[src/rtl/regbank_pkg.sv]
`default_nettype none
// ============================================================================
//  Module   : regbank_pkg
//  Purpose  : Shared definitions for the register bank and its write
//             sequencer: widths, address map, sequencer states and the
//             writable-address decode used by both sides of the port.
//  Ports    : none (package)
//  Revision : 1.0  initial release
// ============================================================================
package regbank_pkg;

  localparam int RB_DATA_W   = 16;
  localparam int RB_SEL_W    = 6;
  localparam int RB_NUM_GP   = 28;  // general-purpose registers at 0..27
  localparam int RB_PI0_ADDR = 28;  // input port 0 (read-only)
  localparam int RB_PI1_ADDR = 29;  // input port 1 (read-only)
  localparam int RB_PO0_ADDR = 30;
  localparam int RB_PO1_ADDR = 31;
  localparam int RB_W_ADDR   = 34;  // working register, target of memory loads

  typedef enum logic [0:0] {
    CLEAR = 1'b0,
    RUN   = 1'b1
  } state_t;

  // True for every address the bank actually stores.
  function automatic logic is_writable(input logic [RB_SEL_W-1:0] sel);
    return (sel < RB_SEL_W'(RB_NUM_GP))
        || (sel == RB_SEL_W'(RB_PO0_ADDR))
        || (sel == RB_SEL_W'(RB_PO1_ADDR))
        || (sel == RB_SEL_W'(RB_W_ADDR));
  endfunction

endpackage
`default_nettype wire

[src/rtl/rr_arb2.sv]
`default_nettype none
// ============================================================================
//  Module   : rr_arb2
//  Purpose  : Two-requester round-robin arbiter. The pointer moves to the
//             other requester after every grant, so a requester that keeps
//             asking alternates with the other one.
//  Ports    : clk, reset (sync, active-high)
//             en        - arbitration allowed this cycle
//             req[1:0]  - requests (bit 0 favoured out of reset)
//             grant[1:0]- one-hot or zero grant, combinational
//  Revision : 1.0  initial release
// ============================================================================
module rr_arb2 (
  input  logic       clk,
  input  logic       reset,
  input  logic       en,
  input  logic [1:0] req,
  output logic [1:0] grant
);

  logic ptr;  // 0: requester 0 has priority, 1: requester 1 has priority

  always_comb begin
    grant = 2'b00;
    if (en) begin
      if (req[0] && (!ptr || !req[1])) begin
        grant[0] = 1'b1;
      end else if (req[1]) begin
        grant[1] = 1'b1;
      end
    end
  end

  always_ff @(posedge clk) begin
    if (reset) begin
      ptr <= 1'b0;
    end else if (grant[0]) begin
      ptr <= 1'b1;
    end else if (grant[1]) begin
      ptr <= 1'b0;
    end
  end

endmodule
`default_nettype wire

[src/rtl/regbank_write_sequencer.sv]
`default_nettype none
// ============================================================================
//  Module   : regbank_write_sequencer
//  Purpose  : Sole owner of the register bank write port. Sweeps zeros into
//             every writable register after reset or init_start, then
//             arbitrates debug (fixed priority) and ALU/memory (round-robin)
//             writes onto one registered write port, dropping and reporting
//             writes to read-only addresses.
//  Ports    : clk, reset (sync, active-high), init_start
//             dbg_*  / alu_* / mem_*  valid-ready write requesters
//             wr_en, wr_sel, wr_data  registered bank write port
//             busy                    clear sweep in progress
//             err_illegal, err_sel    rejected-write report
//             wr_count                saturating legal write counter
//  Revision : 1.0  initial release
// ============================================================================
module regbank_write_sequencer
  import regbank_pkg::*;
#(
  parameter int DATA_W   = RB_DATA_W,
  parameter int SEL_W    = RB_SEL_W,
  parameter int NUM_GP   = RB_NUM_GP,
  parameter int PO0_ADDR = RB_PO0_ADDR,
  parameter int PO1_ADDR = RB_PO1_ADDR,
  parameter int W_ADDR   = RB_W_ADDR
) (
  input  logic              clk,
  input  logic              reset,
  input  logic              init_start,
  input  logic              dbg_valid,
  input  logic [SEL_W-1:0]  dbg_sel,
  input  logic [DATA_W-1:0] dbg_data,
  output logic              dbg_ready,
  input  logic              alu_valid,
  input  logic [SEL_W-1:0]  alu_sel,
  input  logic [DATA_W-1:0] alu_data,
  output logic              alu_ready,
  input  logic              mem_valid,
  input  logic [DATA_W-1:0] mem_data,
  output logic              mem_ready,
  output logic              wr_en,
  output logic [SEL_W-1:0]  wr_sel,
  output logic [DATA_W-1:0] wr_data,
  output logic              busy,
  output logic              err_illegal,
  output logic [SEL_W-1:0]  err_sel,
  output logic [15:0]       wr_count
);

  // Sweep covers the GP block plus PO0, PO1 and W: NUM_GP + 3 writes.
  localparam int               IDX_W    = $clog2(NUM_GP + 3);
  localparam logic [IDX_W-1:0] LAST_IDX = IDX_W'(NUM_GP + 2);
  localparam logic [SEL_W-1:0] GP_LIMIT = SEL_W'(NUM_GP);
  localparam logic [SEL_W-1:0] PO0_SEL  = SEL_W'(PO0_ADDR);
  localparam logic [SEL_W-1:0] PO1_SEL  = SEL_W'(PO1_ADDR);
  localparam logic [SEL_W-1:0] W_SEL    = SEL_W'(W_ADDR);

  state_t             state;
  logic [IDX_W-1:0]   idx;
  logic [SEL_W-1:0]   sweep_sel;
  logic               accept;
  logic               arb_en;
  logic [1:0]         grant;
  logic               xfer;
  logic [SEL_W-1:0]   xfer_sel;
  logic [DATA_W-1:0]  xfer_data;
  logic               xfer_legal;

  // --------------------------------------------------------------------------
  // Request side: nothing is accepted while sweeping or in the cycle that
  // init_start restarts the sweep.
  // --------------------------------------------------------------------------
  assign accept    = (state == RUN) && !init_start;
  assign dbg_ready = accept && dbg_valid;
  assign arb_en    = accept && !dbg_valid;

  rr_arb2 u_arb (
    .clk   (clk),
    .reset (reset),
    .en    (arb_en),
    .req   ({mem_valid, alu_valid}),
    .grant (grant)
  );

  assign alu_ready = grant[0];
  assign mem_ready = grant[1];

  always_comb begin
    xfer      = 1'b0;
    xfer_sel  = alu_sel;
    xfer_data = alu_data;
    if (dbg_ready) begin
      xfer      = 1'b1;
      xfer_sel  = dbg_sel;
      xfer_data = dbg_data;
    end else if (alu_ready) begin
      xfer      = 1'b1;
    end else if (mem_ready) begin
      xfer      = 1'b1;
      xfer_sel  = W_SEL;
      xfer_data = mem_data;
    end
  end

  assign xfer_legal = (xfer_sel < GP_LIMIT) || (xfer_sel == PO0_SEL)
                   || (xfer_sel == PO1_SEL) || (xfer_sel == W_SEL);

  // Sweep index -> bank address: 0..NUM_GP-1, then PO0, PO1, W.
  always_comb begin
    if (idx < IDX_W'(NUM_GP)) begin
      sweep_sel = SEL_W'(idx);
    end else if (idx == IDX_W'(NUM_GP)) begin
      sweep_sel = PO0_SEL;
    end else if (idx == IDX_W'(NUM_GP + 1)) begin
      sweep_sel = PO1_SEL;
    end else begin
      sweep_sel = W_SEL;
    end
  end

  // --------------------------------------------------------------------------
  // Sequencer FSM with registered write port
  // --------------------------------------------------------------------------
  always_ff @(posedge clk) begin
    if (reset) begin
      state       <= CLEAR;
      idx         <= '0;
      wr_en       <= 1'b0;
      wr_sel      <= '0;
      wr_data     <= '0;
      busy        <= 1'b1;
      err_illegal <= 1'b0;
      err_sel     <= '0;
      wr_count    <= '0;
    end else begin
      wr_en       <= 1'b0;
      err_illegal <= 1'b0;
      // busy stays up through the cycle showing the last sweep write and
      // rises together with the restart when init_start hits in RUN.
      busy        <= (state == CLEAR) || init_start;

      case (state)
        CLEAR: begin
          if (init_start) begin
            idx      <= '0;
            wr_count <= '0;
          end else begin
            wr_en   <= 1'b1;
            wr_sel  <= sweep_sel;
            wr_data <= '0;
            if (idx == LAST_IDX) begin
              state <= RUN;
            end else begin
              idx <= idx + 1'b1;
            end
          end
        end

        RUN: begin
          if (init_start) begin
            state    <= CLEAR;
            idx      <= '0;
            wr_count <= '0;
          end else if (xfer) begin
            if (xfer_legal) begin
              wr_en   <= 1'b1;
              wr_sel  <= xfer_sel;
              wr_data <= xfer_data;
              if (wr_count != 16'hFFFF) begin
                wr_count <= wr_count + 16'd1;
              end
            end else begin
              // Request is consumed but never reaches the bank.
              err_illegal <= 1'b1;
              err_sel     <= xfer_sel;
            end
          end
        end

        default: begin
          state <= CLEAR;
          idx   <= '0;
        end
      endcase
    end
  end

endmodule
`default_nettype wire

[config.mk]
export PLATFORM = sky130hd
export DESIGN_NAME = regbank_write_sequencer
export DESIGN_NICKNAME = d
export VERILOG_FILES = /design/src/rtl/regbank_pkg.sv /design/src/rtl/rr_arb2.sv /design/src/rtl/regbank_write_sequencer.sv
export SDC_FILE = /design/constraint.sdc
export NUM_CORES = 1
export LEC_CHECK = 0
export BUFFER_PORTS_ARGS = -buffer_cell sky130_fd_sc_hd__clkbuf_2
export CORE_UTILIZATION = 44
export CTS_BUF_LIST = sky130_fd_sc_hd__clkbuf_16
export DETAILED_ROUTE_END_ITERATION = 10
export GPL_ROUTABILITY_DRIVEN = 0
export MAX_ROUTING_LAYER = met4
export PLACE_DENSITY_LB_ADDON = 0.3
export RECOVER_POWER = 100
export SLEW_MARGIN = 5
export SYNTH_ARGS = -nofsm -noshare
export SYNTH_HDL_FRONTEND = slang
export SYNTH_HIERARCHICAL = 1
export SYNTH_SLANG_ARGS = --single-unit
export TNS_END_PERCENT = 1
[constraint.sdc]
create_clock -name clk -period 3 [get_ports clk]
set_input_delay 0.45 -clock clk [delete_from_list [all_inputs] [get_ports clk]]
set_output_delay 0.45 -clock clk [all_outputs]
set_load 0.005 [all_outputs]
After elaboration in Yosys (flattened, before gate mapping)
Cells that the tools add are included.
- bits in registers: 54
- input bits: 66
- output and inout bits: 50
- word-level logic and storage cells: 101
- add/sub/neg operators: 2
- order comparisons: 2
- equal/unequal tests: 17
- muxes and demuxes: 47
- bitwise gates (word level): 4
- reductions and logical operators: 19
- operators by type and width (kind ; number):
    two-way mux 16 bit ; 12
    one-hot mux 16 bit (2 select lines) ; 2
    two-way mux 6 bit ; 10
    adder 16 x 1 -> 16 bit (second input constant) ; 1
    != test 16 bit (second input constant) ; 1
    equality test 5 bit (second input constant) ; 3
    two-way mux 1 bit ; 15
    two-way mux 5 bit ; 3
    equality test 6 x 5 -> 1 bit (second input constant) ; 2
    one-hot mux 6 bit (2 select lines) ; 1
    AND reduction 4 bit ; 3
    one-hot mux 5 bit (2 select lines) ; 1
    != test 3 x 2 -> 1 bit (second input constant) ; 3
    != test 2 bit (second input constant) ; 4
    equality test 6 bit (second input constant) ; 1
    < comparator 6 x 5 -> 1 bit (second input constant) ; 1
    adder 5 x 1 -> 5 bit (second input constant) ; 1
    logical OR 1 bit ; 5
    < comparator 5 bit (second input constant) ; 1
    logical AND 1 bit ; 4
    logical NOT 1 bit ; 4
    != test 2 x 1 -> 1 bit (second input constant) ; 2
    NOT 1 bit ; 4
    one-hot mux 1 bit (2 select lines) ; 2
    5 further kinds ; 5

Depth between registers and ports, before layout
- depth in word-level cells: 16
- gate-level depth with buffers: 14
- mapped depth without buffers: 10

By module
The synthesis kept the hierarchy.
- by module, submodules not included (module ; times used ; cells an instance ; area an instance (um^2) ; seq. area each (um^2)):
    regbank_write_sequencer ; 1 ; 346 ; 2805.2 ; 1061.0
    rr_arb2 ; 1 ; 8 ; 55.1 ; 20.0

Worst setup path before layout
OpenSTA, ideal clock, no wires.
- path type: reg-to-reg
- start: register state
- end: register wr_data[13]
- library setup time: 117 ps
- data arrival time: 2916 ps
- slack: -33 ps
- stages on the path, launching flop included: 15
- path buffers: 4
- clock period less this slack: 3033 ps
- cell sequence: dfxtp_1 clkbuf_1 inv_1 nor3_1 nand2_1 a21oi_1 nor2b_1 buf_2 nor2_1 o32ai_2 o221a_1 buf_4 nor2_2 buf_4 o2bb2ai_1
- longest elaborated chain between the ends: 12
- elaborated cells between the ends (all ways): 30
- classes of those cells: order compare (1); eq/ne (7); mux (14); bitwise (1); reduce/logical (7)
- ends and longest elaborated chain (what ; line ; text):
    start, declared ; regbank_write_sequencer.sv:58 ; state_t state;
    start signal, assigned ; regbank_write_sequencer.sv:126 ; state <= CLEAR;
    start signal, assigned ; regbank_write_sequencer.sv:152 ; state <= RUN;
    start signal, assigned ; regbank_write_sequencer.sv:161 ; state <= CLEAR;
    logical AND 1 bit (*) ; regbank_write_sequencer.sv:73 ; assign accept = (state == RUN) && !init_start;
    logical AND 1 bit (*) ; regbank_write_sequencer.sv:75 ; assign arb_en = accept && !dbg_valid;
    named net arb_en ; regbank_write_sequencer.sv:62 ; logic arb_en;
    two-way mux 2 bit (*) ; rr_arb2.sv:25 ; if (en) begin
    named net mem_ready ; regbank_write_sequencer.sv:40 ; output logic mem_ready,
    two-way mux 6 bit ; regbank_write_sequencer.sv:98 ; end else if (mem_ready) begin
    two-way mux 6 bit ; regbank_write_sequencer.sv:96 ; end else if (alu_ready) begin
    two-way mux 6 bit ; regbank_write_sequencer.sv:92 ; if (dbg_ready) begin
    < comparator 6 x 5 -> 1 bit / equality test 6 x 5 -> 1 bit (equally long branches) ; regbank_write_sequencer.sv:105 ; assign xfer_legal = (xfer_sel < GP_LIMIT) || (xfer_sel == PO0_SEL)
    logical OR 1 bit ; regbank_write_sequencer.sv:105 ;
    logical OR 1 bit (2 in a row) ; regbank_write_sequencer.sv:106 ; || (xfer_sel == PO1_SEL) || (xfer_sel == W_SEL);
    != test 2 x 1 -> 1 bit (no source line) ; -- ;
    AND reduction 4 bit (no source line) ; -- ;
    end signal, assigned ; regbank_write_sequencer.sv:168 ; wr_data <= xfer_data;
    end, declared ; regbank_write_sequencer.sv:43 ; output logic [DATA_W-1:0] wr_data,
Mark *: on every way through the listed nets, which the timed path passes. The rest lies on a longest branch. The select of a mux whose other input is x is not followed.
A chain may end at the register's enable or synchronous reset.

Worst setup path after layout
- start: register state
- end: register wr_data[5]
- longest elaborated chain between the ends: 12
- elaborated cells between the ends (all ways): 30
- classes of those cells: order compare (1); eq/ne (7); mux (14); bitwise (1); reduce/logical (7)
- ends and longest elaborated chain (what ; line):
    logical AND 1 bit (*) ; regbank_write_sequencer.sv:73
    logical AND 1 bit (*) ; regbank_write_sequencer.sv:75
    named net arb_en ; regbank_write_sequencer.sv:62
    two-way mux 2 bit (*) ; rr_arb2.sv:25
    two-way mux 6 bit ; regbank_write_sequencer.sv:98
    two-way mux 6 bit ; regbank_write_sequencer.sv:96
    two-way mux 6 bit ; regbank_write_sequencer.sv:92
    < comparator 6 x 5 -> 1 bit / equality test 6 x 5 -> 1 bit (equally long branches) ; regbank_write_sequencer.sv:105
    logical OR 1 bit ; regbank_write_sequencer.sv:105
    logical OR 1 bit (2 in a row) ; regbank_write_sequencer.sv:106
    != test 2 x 1 -> 1 bit (no source line) ; --
    AND reduction 4 bit (no source line) ; --
Marked as above.

==> impl_metrics.toml <==
[floorplan]
die_area_um2 = 6830
initial_utilization_pct = 45.3
io_pins = 116
die_w_um = 82.6
core.rowCount = 29
die_span_y_um = 82.6
core_area_um2 = 6310

[pwr]
total_leakage_power_nw = 1.48
pwr-share-seq_pct = 52.0
p_switching_mw = 0.312
p_int_mw = 1.08
max-vdd-ir-drop_mv = 0.252
power.switching_fraction_pct = 22.4
clockPowerShare_pct = 38.6
share_comb_of_total_power_pct = 9.4
power.density_nw_per_um2 = 388

[critical_path]
path_max_fanout = 16
worst_path_largest_cell_delay_ns = 0.51
worst_ep_arrival_time_ns = 2.95
setup.worst_path.class = "reg -> reg"
critical_path_buf_inv_count = 2
cp-start-kind = "flip-flop"
worst-endpoint-required_ns = 3.21
timing.critical_path.slowest_stage_cell = "or4_4"
cp_cell_sequence = "inv_1, nor3_1, nand2_1, a21oi_1, nor2b_2, or4_4, nand2_4, nor2_4, or3_1, buf_4, o2bb2ai_1"
endpoint_kind = "flip-flop"
setup.reg_to_reg.worst_slack_ns = 0.26
timing.critical_path.max_delay_family = "simple AND/OR/NAND/NOR gates"

[synth]
synth-seq-cells = 54
yosys_synthesis_warning_count = 6
synth_instances = 354
syn_avg_cell_area_um2 = 8.08
synth_edf_count = 0
synth_top_flop_cell = "dfxtp_1"
synth.cell_area_um2 = 2860
async_reset_ff_share_pct = 0
synthDistinctLibCells = 46
synth.yosys.seq_area_share_pct = 37.8
syn_nets = 425

[sta]
finalMaxSlewViolations = 0
slew_at_the_pin_with_the_worst_max_slew_slack_ns = 0.670
final.hold.worst_slack_ns = 0.391
period_needed_ns = 2.74
grt_setup_unrepaired = "false"
finalSetupViolations = 0
min_period_over_period_pct = 91.4
max_clock_freq_mhz = 365
hold_violations = 0
skew_ns = 0.00334
max_slew_margin_pct = 55.3
postLayoutSetupSlackWorst_ns = 0.257

[drt]
vias_per_cell = 5.44
final_antenna_net_count = 0
detail_route.first_pass.iterations = 4
drt_wl_total_um = 7640
initialDrtViolationCount = 117
routed_wire_length_per_instance_um = 14.0
route.detailed.drc = 0
routed-via-count = 2978

[layout]
final_core_utilization_pct = 56.9
area_growth_syn_to_layout_pct = 25.5
post_route_cells_drive_above_1_share_pct = 25.1
final_cell_mix = "93 x clkbuf_2, 55 x a21oi_1, 54 x dfxtp_1"
most_common_cell_after_layout_fill_and_taps_aside = "clkbuf_2"
final_net_count = 541
antennaDiodeCount = 0
finalInstanceArea_um2 = 3590

[clock_tree]
postCtsSetupRepairBufs = 0
clock_network_latency_to_the_later_pin_of_the_worst_skew_pair_ns = 0.29
cts-htree-levels = 2
ctsHoldBuffers = 0
cts.root.buffer_cell = "clkbuf_16"
clk_pin_slew_ns = 0.06
clk_path_buf_depth = 2
ctsResizeCount = 0
tritoncts.num_buffers = 5
cts_tree = "built"
cts_num_sinks = 54

[placed_design]
placedInstanceArea_um2 = 3550
portBuffers = 115
post_placement_setup_slack_ns = -0.0554
hpwl_um = 5730

[run_status]
run_status = "complete, no violations"

[hold_path]
hp-class = "in -> reg"

[global_routing]
globalRoute.totalOverflow = 0
grt_pass1_vias = 2423
grt_first_pass_wirelength_um = 10900
grt_antenna_before_repair = 0
grt_max_degree = 40
globalRouteTotalUtil_pct = 21.7

[flow_run]
max_cap_viol_count = 0
cells in the mapped netlist, types with 2 or more instances:
| library cell | n | share of area (%) |
|---|---|---|
| and3_1 | 3 | 0.66 |
| xor2_1 | 6 | 1.8 |
| a21oi_1 | 55 | 9.6 |
| or4_1 | 4 | 1.0 |
| nor3_1 | 4 | 0.70 |
| buf_4 | 2 | 0.52 |
| ha_1 | 5 | 2.2 |
| or2_2 | 2 | 0.44 |
| clkbuf_1 | 13 | 1.7 |
| nand2b_1 | 3 | 0.66 |
| nand2_1 | 52 | 6.8 |
| o211ai_1 | 2 | 0.52 |
| inv_1 | 10 | 1.3 |
| o2bb2ai_2 | 10 | 5.2 |
| mux2i_1 | 6 | 2.1 |
| o21a_1 | 2 | 0.52 |
| buf_6 | 2 | 0.79 |
| o21ai_0 | 15 | 2.6 |
| nand4_1 | 6 | 1.3 |
| nand3_1 | 11 | 1.9 |
| a211oi_1 | 4 | 1.0 |
| a311oi_1 | 4 | 1.2 |
| nor2_1 | 29 | 3.8 |
| o31ai_1 | 4 | 1.0 |
| nor4_1 | 6 | 1.3 |
| o2bb2ai_1 | 6 | 1.8 |
| or3_1 | 12 | 2.6 |
| nor2b_1 | 2 | 0.44 |
| dfxtp_1 | 54 | 38 |
| xnor2_1 | 2 | 0.61 |
| buf_2 | 2 | 0.35 |
| a22oi_1 | 2 | 0.52 |
power by group through the flow:
stage               sequential (mW)  clock (mW)  combinational (mW)
floorplan                     0.741           0              0.0642
global placement              0.741           0               0.129
detailed placement            0.741           0               0.131
CTS                           0.725       0.552               0.132
global route                  0.725       0.581               0.147
finish                        0.725       0.538               0.130
stage by stage:
stage,TNS [ns],total power [mW],cells
floorplan,0,0.805,354
detailed placement,-0.215,0.872,539
global route,0,1.45,547
CTS,0,1.41,546
finish,0,1.39,547
global placement,0,0.870,539
state kept, by name (all words and copies together) (netlist names):
register and flops:
wr_count 16, wr_data 16, err_sel 6, wr_sel 6
idx 5, busy 1, err_illegal 1, state 1
u_arb/ptr 1, wr_en 1
path summary, 6_finish.rpt:
path	from	end	depth (start not counted)
worst min register to register	wr_data[9]$_SDFFE_PP0P_	wr_data[9]$_SDFFE_PP0P_	1
worst max-delay path	state$_SDFF_PP0_	wr_data[5]$_SDFFE_PP0P_	11
worst min-delay path	mem_valid	u_arb/ptr$_SDFFE_PP0P_	2
worst max register to register	state$_SDFF_PP0_	wr_data[5]$_SDFFE_PP0P_	11
cell families (layout without fill, tap and decap cells):
group | Yosys count | count (layout) | synth area share (%)
XOR/XNOR | 8 | 8 | 2.45
AO/OA/AOI/OAI | 108 | 109 | 25.9
adder cells (fa/ha/maj) | 5 | 5 | 2.19
flip-flops | 54 | 54 | 37.8
AND/OR/NAND/NOR | 143 | 143 | 24.8
multiplexers | 6 | 6 | 2.10
buffers and inverters | 30 | 145 | 4.81
cell type report:
| cell class | count | area, um2 |
|---|---|---|
| inverter | 11 | 41.3 |
| tap | 77 | 96.3 |
| clock buffer | 5 | 125 |
| multi-input combinational | 271 | 1620 |
| clock inverter | 2 | 7.51 |
| fill | 615 | 2720 |
| timing repair buffer | 127 | 623 |
| sequential | 54 | 1080 |
worst register-to-register path, stage by stage, from the launching register on:
cell and delay [ns]:
dfxtp_1 0.33, inv_1 0.08, nor3_1 0.34, nand2_1 0.10, a21oi_1 0.24, nor2b_2 0.12
or4_4 0.51, nand2_4 0.15, nor2_4 0.06, or3_1 0.37, buf_4 0.20, o2bb2ai_1 0.17
routing by layer:
metal	part of all wire, %	track usage (%)
met1	43	23.6
met2	48	38.5
met4	1.6	7.76
met3	7.3	5.05
met5	0	-
No activity file was read; power rests on OpenSTA's default activity.
